## src/rtl/lane_steer_pkg.sv

```systemverilog
// ============================================================================
// lane_steer_pkg : shared mode encodings and FSM state constants
// Rev 1.0
// ============================================================================
`default_nettype none

package lane_steer_pkg;

  localparam logic [1:0] MODE_RR   = 2'b00;
  localparam logic [1:0] MODE_L0   = 2'b01;
  localparam logic [1:0] MODE_L1   = 2'b10;
  localparam logic [1:0] MODE_DATA = 2'b11;

  localparam logic [0:0] EMPTY = 1'b0;
  localparam logic [0:0] HOLD  = 1'b1;

endpackage

`default_nettype wire

```

## src/rtl/lane_credit_ctr.sv

```systemverilog
// ============================================================================
// lane_credit_ctr : CREDITS-initialised saturating up/down credit counter
// Rev 1.0
// ============================================================================
`default_nettype none

module lane_credit_ctr #(
  parameter int CREDITS = 4,
  parameter int CW      = $clog2(CREDITS + 1)
) (
  input  logic          clock,
  input  logic          reset,
  input  logic          dec,
  input  logic          inc,
  output logic [CW-1:0] count,
  output logic          overflow
);

  localparam logic [CW-1:0] FULL = CW'(CREDITS);
  localparam logic [CW-1:0] ONE  = CW'(1);

  // A return that arrives while already full is dropped and flagged.
  assign overflow = inc & ~dec & (count == FULL);

  always_ff @(posedge clock) begin
    if (reset) begin
      count <= FULL;
    end else if (dec && !inc) begin
      count <= count - ONE;
    end else if (inc && !dec && (count != FULL)) begin
      count <= count + ONE;
    end
  end

endmodule

`default_nettype wire

```

## src/rtl/lane_steer_ctrl.sv

```systemverilog
// ============================================================================
// lane_steer_ctrl : one-entry steering stage driving the 1-to-2 DeMux sel/a
// Rev 1.0
// ============================================================================
`default_nettype none

module lane_steer_ctrl
  import lane_steer_pkg::*;
#(
  parameter int WIDTH   = 8,
  parameter int CREDITS = 4,
  parameter int CW      = $clog2(CREDITS + 1)
) (
  input  logic             clock,
  input  logic             reset,
  input  logic             in_valid,
  output logic             in_ready,
  input  logic [WIDTH-1:0] in_data,
  input  logic [1:0]       mode,
  output logic             sel,
  output logic             a_pulse,
  output logic [WIDTH-1:0] a_data,
  input  logic             ret0,
  input  logic             ret1,
  output logic [CW-1:0]    credit0,
  output logic [CW-1:0]    credit1,
  output logic             busy,
  output logic             err
);

  logic [0:0]       state;
  logic [WIDTH-1:0] hold_data;
  logic [1:0]       hold_mode;
  logic             rr_ptr;
  logic             lane;
  logic             issue_now;
  logic             accept;
  logic [CW-1:0]    count [2];
  logic [1:0]       ret;
  logic [1:0]       ovf;

  assign ret = {ret1, ret0};

  // Lane is resolved from the mode captured with the held item, not the live input.
  always_comb begin
    lane = 1'b0;
    case (hold_mode)
      MODE_RR: begin
        if (count[rr_ptr] != '0)       lane = rr_ptr;
        else if (count[~rr_ptr] != '0) lane = ~rr_ptr;
        else                           lane = rr_ptr;
      end
      MODE_L0:   lane = 1'b0;
      MODE_L1:   lane = 1'b1;
      MODE_DATA: lane = hold_data[0];
      default:   lane = 1'b0;
    endcase
  end

  assign issue_now = (state == HOLD) && (count[lane] != '0);
  assign in_ready  = (state == EMPTY) || issue_now;
  assign accept    = in_valid && in_ready;
  assign busy      = (state == HOLD);

  for (genvar i = 0; i < 2; i++) begin : g_lane
    lane_credit_ctr #(
      .CREDITS (CREDITS),
      .CW      (CW)
    ) u_ctr (
      .clock    (clock),
      .reset    (reset),
      .dec      (issue_now && (lane == 1'(i))),
      .inc      (ret[i]),
      .count    (count[i]),
      .overflow (ovf[i])
    );
  end

  assign credit0 = count[0];
  assign credit1 = count[1];

  always_ff @(posedge clock) begin
    if (reset) begin
      state     <= EMPTY;
      hold_data <= '0;
      hold_mode <= MODE_RR;
      rr_ptr    <= 1'b0;
      sel       <= 1'b0;
      a_pulse   <= 1'b0;
      a_data    <= '0;
      err       <= 1'b0;
    end else begin
      a_pulse <= issue_now;
      err     <= err | ovf[0] | ovf[1];
      if (issue_now) begin
        sel    <= lane;
        a_data <= hold_data;
        if (hold_mode == MODE_RR) rr_ptr <= ~lane;
      end
      if (accept) begin
        state     <= HOLD;
        hold_data <= in_data;
        hold_mode <= mode;
      end else if (issue_now) begin
        state <= EMPTY;
      end
    end
  end

endmodule

`default_nettype wire
```

## config.mk

```make
export PLATFORM = sky130hd
export DESIGN_NAME = lane_steer_ctrl
export DESIGN_NICKNAME = d
export VERILOG_FILES = /design/src/rtl/lane_steer_pkg.sv /design/src/rtl/lane_credit_ctr.sv /design/src/rtl/lane_steer_ctrl.sv
export SDC_FILE = /design/constraint.sdc
export NUM_CORES = 1
export LEC_CHECK = 0
export CAP_MARGIN = 25
export CELL_PAD_IN_SITES_DETAIL_PLACEMENT = 2
export CELL_PAD_IN_SITES_GLOBAL_PLACEMENT = 2
export CORE_ASPECT_RATIO = 1.75
export CORE_MARGIN = 5
export CORE_UTILIZATION = 30
export DETAILED_ROUTE_END_ITERATION = 10
export PLACE_DENSITY_LB_ADDON = 0.1
export SKIP_CTS_REPAIR_TIMING = 1
export SYNTH_ARGS = -nofsm -noshare
export SYNTH_HDL_FRONTEND = slang
export SYNTH_HIERARCHICAL = 1
export SYNTH_SLANG_ARGS = --single-unit
```

## constraint.sdc

```tcl
create_clock -name clock -period 3.3 [get_ports clock]
set_input_delay 0.33 -clock clock [delete_from_list [all_inputs] [get_ports clock]]
set_output_delay 0.33 -clock clock [all_outputs]
set_load 0.02 [all_outputs]
```

==> reports/metrics.yaml <==
status: "complete, no violations"
drt-wirelength-per-cell_um: 18.0
core_um2: 5790
critPathCaptureType: "register"
die_h_um: 111
drive_gt1_frac: 0.102
rsz0062_at_grt: "false"
slowest_delay_ns: 0.57
max_freq_ghz: 0.364
hold_path_class: "reg2reg"
initial_core_util: 0.303
ys_warn_count: 6
p_leak_nw: 0.760
die_area_um2: 7530
io_pins: 34
num_antenna_cells: 0
post-route-min-period_ns: 2.75
startpoint_type: "register"
grt_pass1_wl_mm: 9.72
syn_inst: 204
cts.sinks: 29
die_x_um: 67.8
antenna_found_initial: 0
cts_htree_levels: 2
clk_latency_ns: 0.29
cts_tree: "built"
utilization: 0.385
drv_slew: 0
ys_seq_area_frac: 0.331
antenna_left: 0
critPathSlowestCell: "dfxtp_1"
clock_path_buffers: 2
async_flop_share: 0
synth_cell_types: 40
grt.overflow.total: 0
maxCapViolCount: 0
grt_use_total: 0.168
drt_wl_total_mm: 5.63
drc: 0
dr.pass1.iters: 4
grt_pass1_vias: 1980
syn_nets: 221
crit_chain: "nor3_4, a21oi_2, nand3_1, inv_1, nand2b_1, xnor2_1, ha_1, nor4b_2, nand2_1, a31o_1"
synth-seq-cells: 29
synth_top_flop_cell: "dfxtp_1"
finalHoldViolations: 0
slew_headroom: 0.419
portBuffers: 33
fin_crit_sh: 0.833
ir_drop_uv: 146
worstMarginPinSlew_ns: 0.869
cp_data_arrival_time_ns: 2.93
place_congestion: 0.903
fin_setup_tns_ns: 0
worstPathMaxFanout: 13
synth_area_um2: 1750
grt_max_degree: 53
skew_ns: 0.00193
clkTransAtPathRegs_ns: 0.07
avgViaCountPerCell: 5.38
syn2layout_area_growth_pct: 27.1
critPathRequiredTime_ns: 3.48
clockRootBuffer: "clkbuf_8"
drtIter0Drc: 63
critPathKind: "reg2reg"
layout.nets: 251
rows: 37
final-setup-viol-count: 0
powerDensity_nw_per_um2: 421
synth_edf_count: 0
syn_area_per_cell_um2: 8.59
numCtsBuffers: 5
dr_total_vias: 1683
dpl.hpwl_mm: 4.23
## final timing paths
check,start,endpoint,slack [ns],cells past startpoint
min,a_data[3]$_SDFFE_PP0P_,a_data[3]$_SDFFE_PP0P_,0.47,2
max,g_lane[1].u_ctr/count[1]$_SDFFE_PP0P_,g_lane[1].u_ctr/count[2]$_SDFFE_PP1P_,0.55,10
max reg2reg,g_lane[1].u_ctr/count[1]$_SDFFE_PP0P_,g_lane[1].u_ctr/count[2]$_SDFFE_PP1P_,0.55,10
min reg2reg,a_data[3]$_SDFFE_PP0P_,a_data[3]$_SDFFE_PP0P_,0.47,2
## per-stage QoR
step / power [mW] / cells / area, um2 / hold WS (ns) / setup slack, ns
floorplan: 0.564 / 204 / 1750 / 0.399 / 0.707
global placement: 0.638 / 305 / 2140 / 0.457 / 0.774
detailed placement: 0.654 / 305 / 2140 / 0.472 / 0.520
CTS: 0.955 / 313 / 2230 / 0.483 / 0.483
global route: 0.991 / 313 / 2230 / 0.507 / 0.255
finish: 0.937 / 313 / 2230 / 0.473 / 0.550
## worst max-delay path: cells and delay by family (launching register included)
| kind | cells | cell delay (ns) |
|---|---|---|
| xor+xnor | 1 | 0.16 |
| flops | 1 | 0.57 |
| buf+inv | 1 | 0.23 |
| simple gates | 5 | 0.83 |
| fa+ha+maj | 1 | 0.24 |
| compound gates | 2 | 0.61 |
## cell usage after synthesis (2+ instances only)
library cell  instances  share of area
a211o_1               2          0.010
a21oi_1               4          0.011
a21oi_2               2          0.010
a311oi_1              3          0.015
a31o_1                2          0.010
a31oi_1              12          0.043
buf_2                 2         0.0057
buf_4                 2         0.0086
buf_6                 2          0.013
clkbuf_1              8          0.017
dfxtp_1              29           0.33
ha_1                  2          0.014
inv_1                 8          0.017
mux2_2                2          0.013
mux2i_1               8          0.046
nand2_1              25          0.054
nand2b_1             22          0.079
nand3_1               2         0.0057
nor2_1                8          0.017
nor2b_4               2          0.016
nor3_1                3         0.0086
nor3_4                2          0.019
nor3b_1              10          0.043
nor4b_2               2          0.017
o211ai_1              2         0.0086
o21ai_0               3         0.0086
o21ai_1               2         0.0057
o311ai_1             10          0.050
or4_1                11          0.047
xnor2_1               2          0.010
## layout make-up
cell class / count / area [um2]
Clock inverter: 2 / 10.0
Sequential cell: 29 / 581
Inverter: 8 / 30.0
Multi-Input combinational cell: 153 / 1060
Fill cell: 687 / 3560
Tap cell: 78 / 97.6
Clock buffer: 6 / 72.6
Timing Repair Buffer: 37 / 373
## state kept, by name (all words and copies together) (netlist names)
name / count
hold_mode: 2
g_lane.u_ctr/count: 6
rr_ptr: 1
err: 1
a_pulse: 1
a_data: 8
hold_data: 8
busy: 1
sel: 1
## routing by layer
metal | vias to the layer above | GRT usage | share of wire | wire, um
li1 | 812 | - | - | -
met1 | 826 | 0.169 | 0.36 | 2060
met2 | 33 | 0.308 | 0.58 | 3250
met3 | 12 | 0.0365 | 0.037 | 208
met4 | 0 | 0.0759 | 0.021 | 120
met5 | - | 0 | 0 | 0
## power by group
group	leakage, nW	switching (mW)	total, mW	internal [mW]
Sequential	0.238	0.0335	0.412	0.378
Combinational	0.476	0.125	0.230	0.104
Clock	0.0450	0.149	0.295	0.146
Total	0.760	0.308	0.937	0.629
## cells by family after synthesis
kind of cell	synth area share
adder cells (fa/ha/maj)	0.0143
buffers and inverters	0.0614
multiplexers	0.0586
XOR/XNOR	0.0100
flip-flops	0.331
AND/OR/NAND/NOR	0.321
AO/OA/AOI/OAI	0.204
## cell usage in the layout, fill, tap and decap left out, drive strengths merged
master and n:
mux2i 8, ha 2, mux2 2, a311oi 3
a31oi 12, o21ai 5, inv 8, and3 1
nand2b 22, a21oi 7, clkbuf 6, dfxtp 29
clkinv 2, nand4b 1, o22ai 1, o211ai 2
xnor2 2, o2111ai 1, a211o 2, a31o 2
nor2b 2, nand2 26, nand3 2, o311ai 10
a21o 2, a211oi 1, nor3b 10, buf 4
nor4 1, nor3 5, clkdlybuf4s50 33, nor4b 2
nor2 8, or4 11
Note: power is estimated with default switching activity, not from simulation.
==> edit (same settings) <==
The parameter `WIDTH` goes from 8 to 9.
--- a/src/rtl/lane_steer_ctrl.sv
+++ b/src/rtl/lane_steer_ctrl.sv
@@ -8,5 +8,5 @@
   import lane_steer_pkg::*;
 #(
-  parameter int WIDTH   = 8,
+  parameter int WIDTH   = 9,
   parameter int CREDITS = 4,
   parameter int CW      = $clog2(CREDITS + 1)
Ports: changed (resized a_data and in_data); port bits go from 34 to 36. No check against the original RTL was run, so the function may have changed too.
==> edit against the unedited design <==
- area after synthesis rose by 5.7%
- non-clock buffer count grew 6
- total power increased by 4.5%
- routed wire length fell by 5.4%
- final area rose by 5.7%
- sequential share of layout area increased by 0.29 points
- worst setup slack better by 0.26 ns
- sequential cell count up 2
- largest power group unchanged
==> edit: results (changes against the unedited design) <==
- The slew of the pin with the lowest slew margin is 0.579 ns (-0.290 ns).
- The leakage power figure came to 0.815 nW (+7.3%).
- The startpoint identified for the worst register-to-register timing path is g_lane[0].u_ctr/count[1]$_SDFFE_PP0P_.
- The startpoint of the lowest-slack hold path is reset.
- The H-tree level count is 2 (unchanged).
- The total number of nets in the final design is 269 (+7.2%).
- The run finished with clean final reports.
- The count of port buffers added during placement is 35 (+6.1%).
- The proportion of layout cells with a drive suffix above 1 is 10.8% (+0.54 points).
- The unique cell type count in the Yosys netlist was 40 (unchanged).
- The fraction of registers with async set/reset is 0% (unchanged).
- The synthesized net count is 236 (+6.8%).
- Counting instances in the post-synthesis netlist gives the leading cell types as sky130_fd_sc_hd__dfxtp_1, sky130_fd_sc_hd__nand2_1, sky130_fd_sc_hd__nand2b_1, sky130_fd_sc_hd__a31oi_1, sky130_fd_sc_hd__or4_1.
- The initial antenna violation count is 0 (unchanged).
- The largest fanout of any net on the critical path is 8 (-5).
- The clock slew seen by the registers of the worst setup and hold paths is 0.07 ns (about the same).
- The routed wire length per instance came to 16.1 microns (-11%).
- The pin count of the biggest net entering global routing is 47 (-11%).
- The largest voltage drop on the vdd net is 0.000223 V (+53%).
- The most frequently used flop master after synthesis is sky130_fd_sc_hd__dfxtp_1.
- The total via count in the routed design is 1724 (+2.4%).
- The final RePlAce weighted congestion is 0.780 (-14%).
- The depth of the most critical reg-to-reg path was 10 (unchanged).
- The number of antenna cells inserted came to 0 (unchanged).
- The number of synthesis warnings is 6 (unchanged).
- The largest registers in the layout are a_data x9, hold_data x9, g_lane.u_ctr/count x6.
- The filler cell count in the final layout is 744 (+8.3%).
- The global-route total usage across every layer is 14.5% (-2.3 points).
- The via count of the first global-routing pass is 1903 (-3.9%).
- The buffer type at the clock tree root is sky130_fd_sc_hd__clkbuf_8.
- The worst hold path depth is 2 (unchanged).
- The global-route wire length before repair is 9290 microns (-4.4%).
- The part of the Yosys area used for sequential elements is 33.5% (+0.37 points).
- The violation count after the first detailed-routing iteration is 63 (unchanged).
- The HPWL after detailed placement is 3940 microns (-6.9%).
- The type of the worst setup path is reg -> reg.
- By area the synthesized netlist is led by sky130_fd_sc_hd__dfxtp_1, sky130_fd_sc_hd__nand2b_1, sky130_fd_sc_hd__nand2_1.
- The worst setup skew after layout is 0.00422 ns (+0.00229 ns).
- The class of the most critical hold timing path is in -> reg.
- The maximum root-to-sink buffer count is 2 (unchanged).
- The number of clock buffers inserted by TritonCTS is 5 (unchanged).
- The iteration count of the initial detailed-routing pass is 4 (unchanged).
- The clock latency of the later-clocked register in the worst-skew pair is 0.28 ns.
edit: cell count changes in the layout (fill, tap and decap cells not counted), sizes merged:
cell and change:
clkinv -1, dfxtp +2, nand2 +2, clkdlybuf4s50 +1, nor3b +1, o311ai +1
a31oi +1, buf +5, or4 +1, mux2i +1, nand2b +2
edit: path summary, 6_finish.rpt:
kind                                            to  slack (ns)
max          g_lane[1].u_ctr/count[2]$_SDFFE_PP1P_        0.81
min reg2reg                 a_data[5]$_SDFFE_PP0P_        0.47
min                                 err$_SDFF_PP0_        0.46
max reg2reg  g_lane[1].u_ctr/count[2]$_SDFFE_PP1P_        0.81
edit: per-layer routing:
metal  share of wire [%]  up-vias  global-route usage (%)
met5                   0        -                       0
met4                0.83        0                    3.91
met3                 3.4        4                    2.82
met2                  54       30                    27.9
met1                  41      828                    15.8
li1                    -      862                       -
edit: cells by family (layout without fill, tap and decap cells):
logic type | after synthesis | after routing | synth area share (%)
buffers and inverters | 25 | 58 | 6.49
AO/OA/AOI/OAI | 50 | 50 | 19.4
adder cells (fa/ha/maj) | 2 | 2 | 1.35
flip-flops | 31 | 31 | 33.5
XOR/XNOR | 2 | 2 | 0.946
AND/OR/NAND/NOR | 97 | 97 | 32.2
multiplexers | 11 | 11 | 6.08
edit: worst max-delay path, stage by stage, from the launching register on:
cell,delay [ns]
sky130_fd_sc_hd__dfxtp_1,0.52
sky130_fd_sc_hd__nor3_4,0.11
sky130_fd_sc_hd__or4_1,0.42
sky130_fd_sc_hd__nand3_1,0.12
sky130_fd_sc_hd__inv_1,0.13
sky130_fd_sc_hd__nand2b_1,0.15
sky130_fd_sc_hd__xnor2_1,0.13
sky130_fd_sc_hd__ha_1,0.22
sky130_fd_sc_hd__nor4b_2,0.07
sky130_fd_sc_hd__a211o_1,0.28
sky130_fd_sc_hd__a31o_1,0.22
edit: final cells by class:
| class | instances | area [sq um] | share of cell area [%] |
|---|---|---|---|
| multi-input combinational | 162 | 1110 | 47.2 |
| sequential | 31 | 621 | 26.4 |
| timing repair buffer | 43 | 405 | 17.2 |
| tap | 80 | 100 | 4.25 |
| clock buffer | 6 | 82.6 | 3.51 |
| inverter | 8 | 30.0 | 1.28 |
| clock inverter | 1 | 5.00 | 0.213 |
edit: report_power, final:
part / internal (mW) / leakage [nW] / switching (mW)
Combinational: 0.110 / 0.513 / 0.125
Sequential: 0.405 / 0.255 / 0.0337
Clock: 0.164 / 0.0470 / 0.142
edit: per-stage QoR:
stage	hold slack, ns	area, sq um	std cells	power (mW)	setup slack [ns]
after floorplan	0.399	1850	218	0.595	0.707
after detailed placement	0.467	2270	324	0.687	0.792
after CTS	0.456	2350	331	1.00	0.777
after global placement	0.460	2270	324	0.682	0.877
after global routing	0.476	2350	331	1.05	0.605
final	0.458	2350	331	0.979	0.809
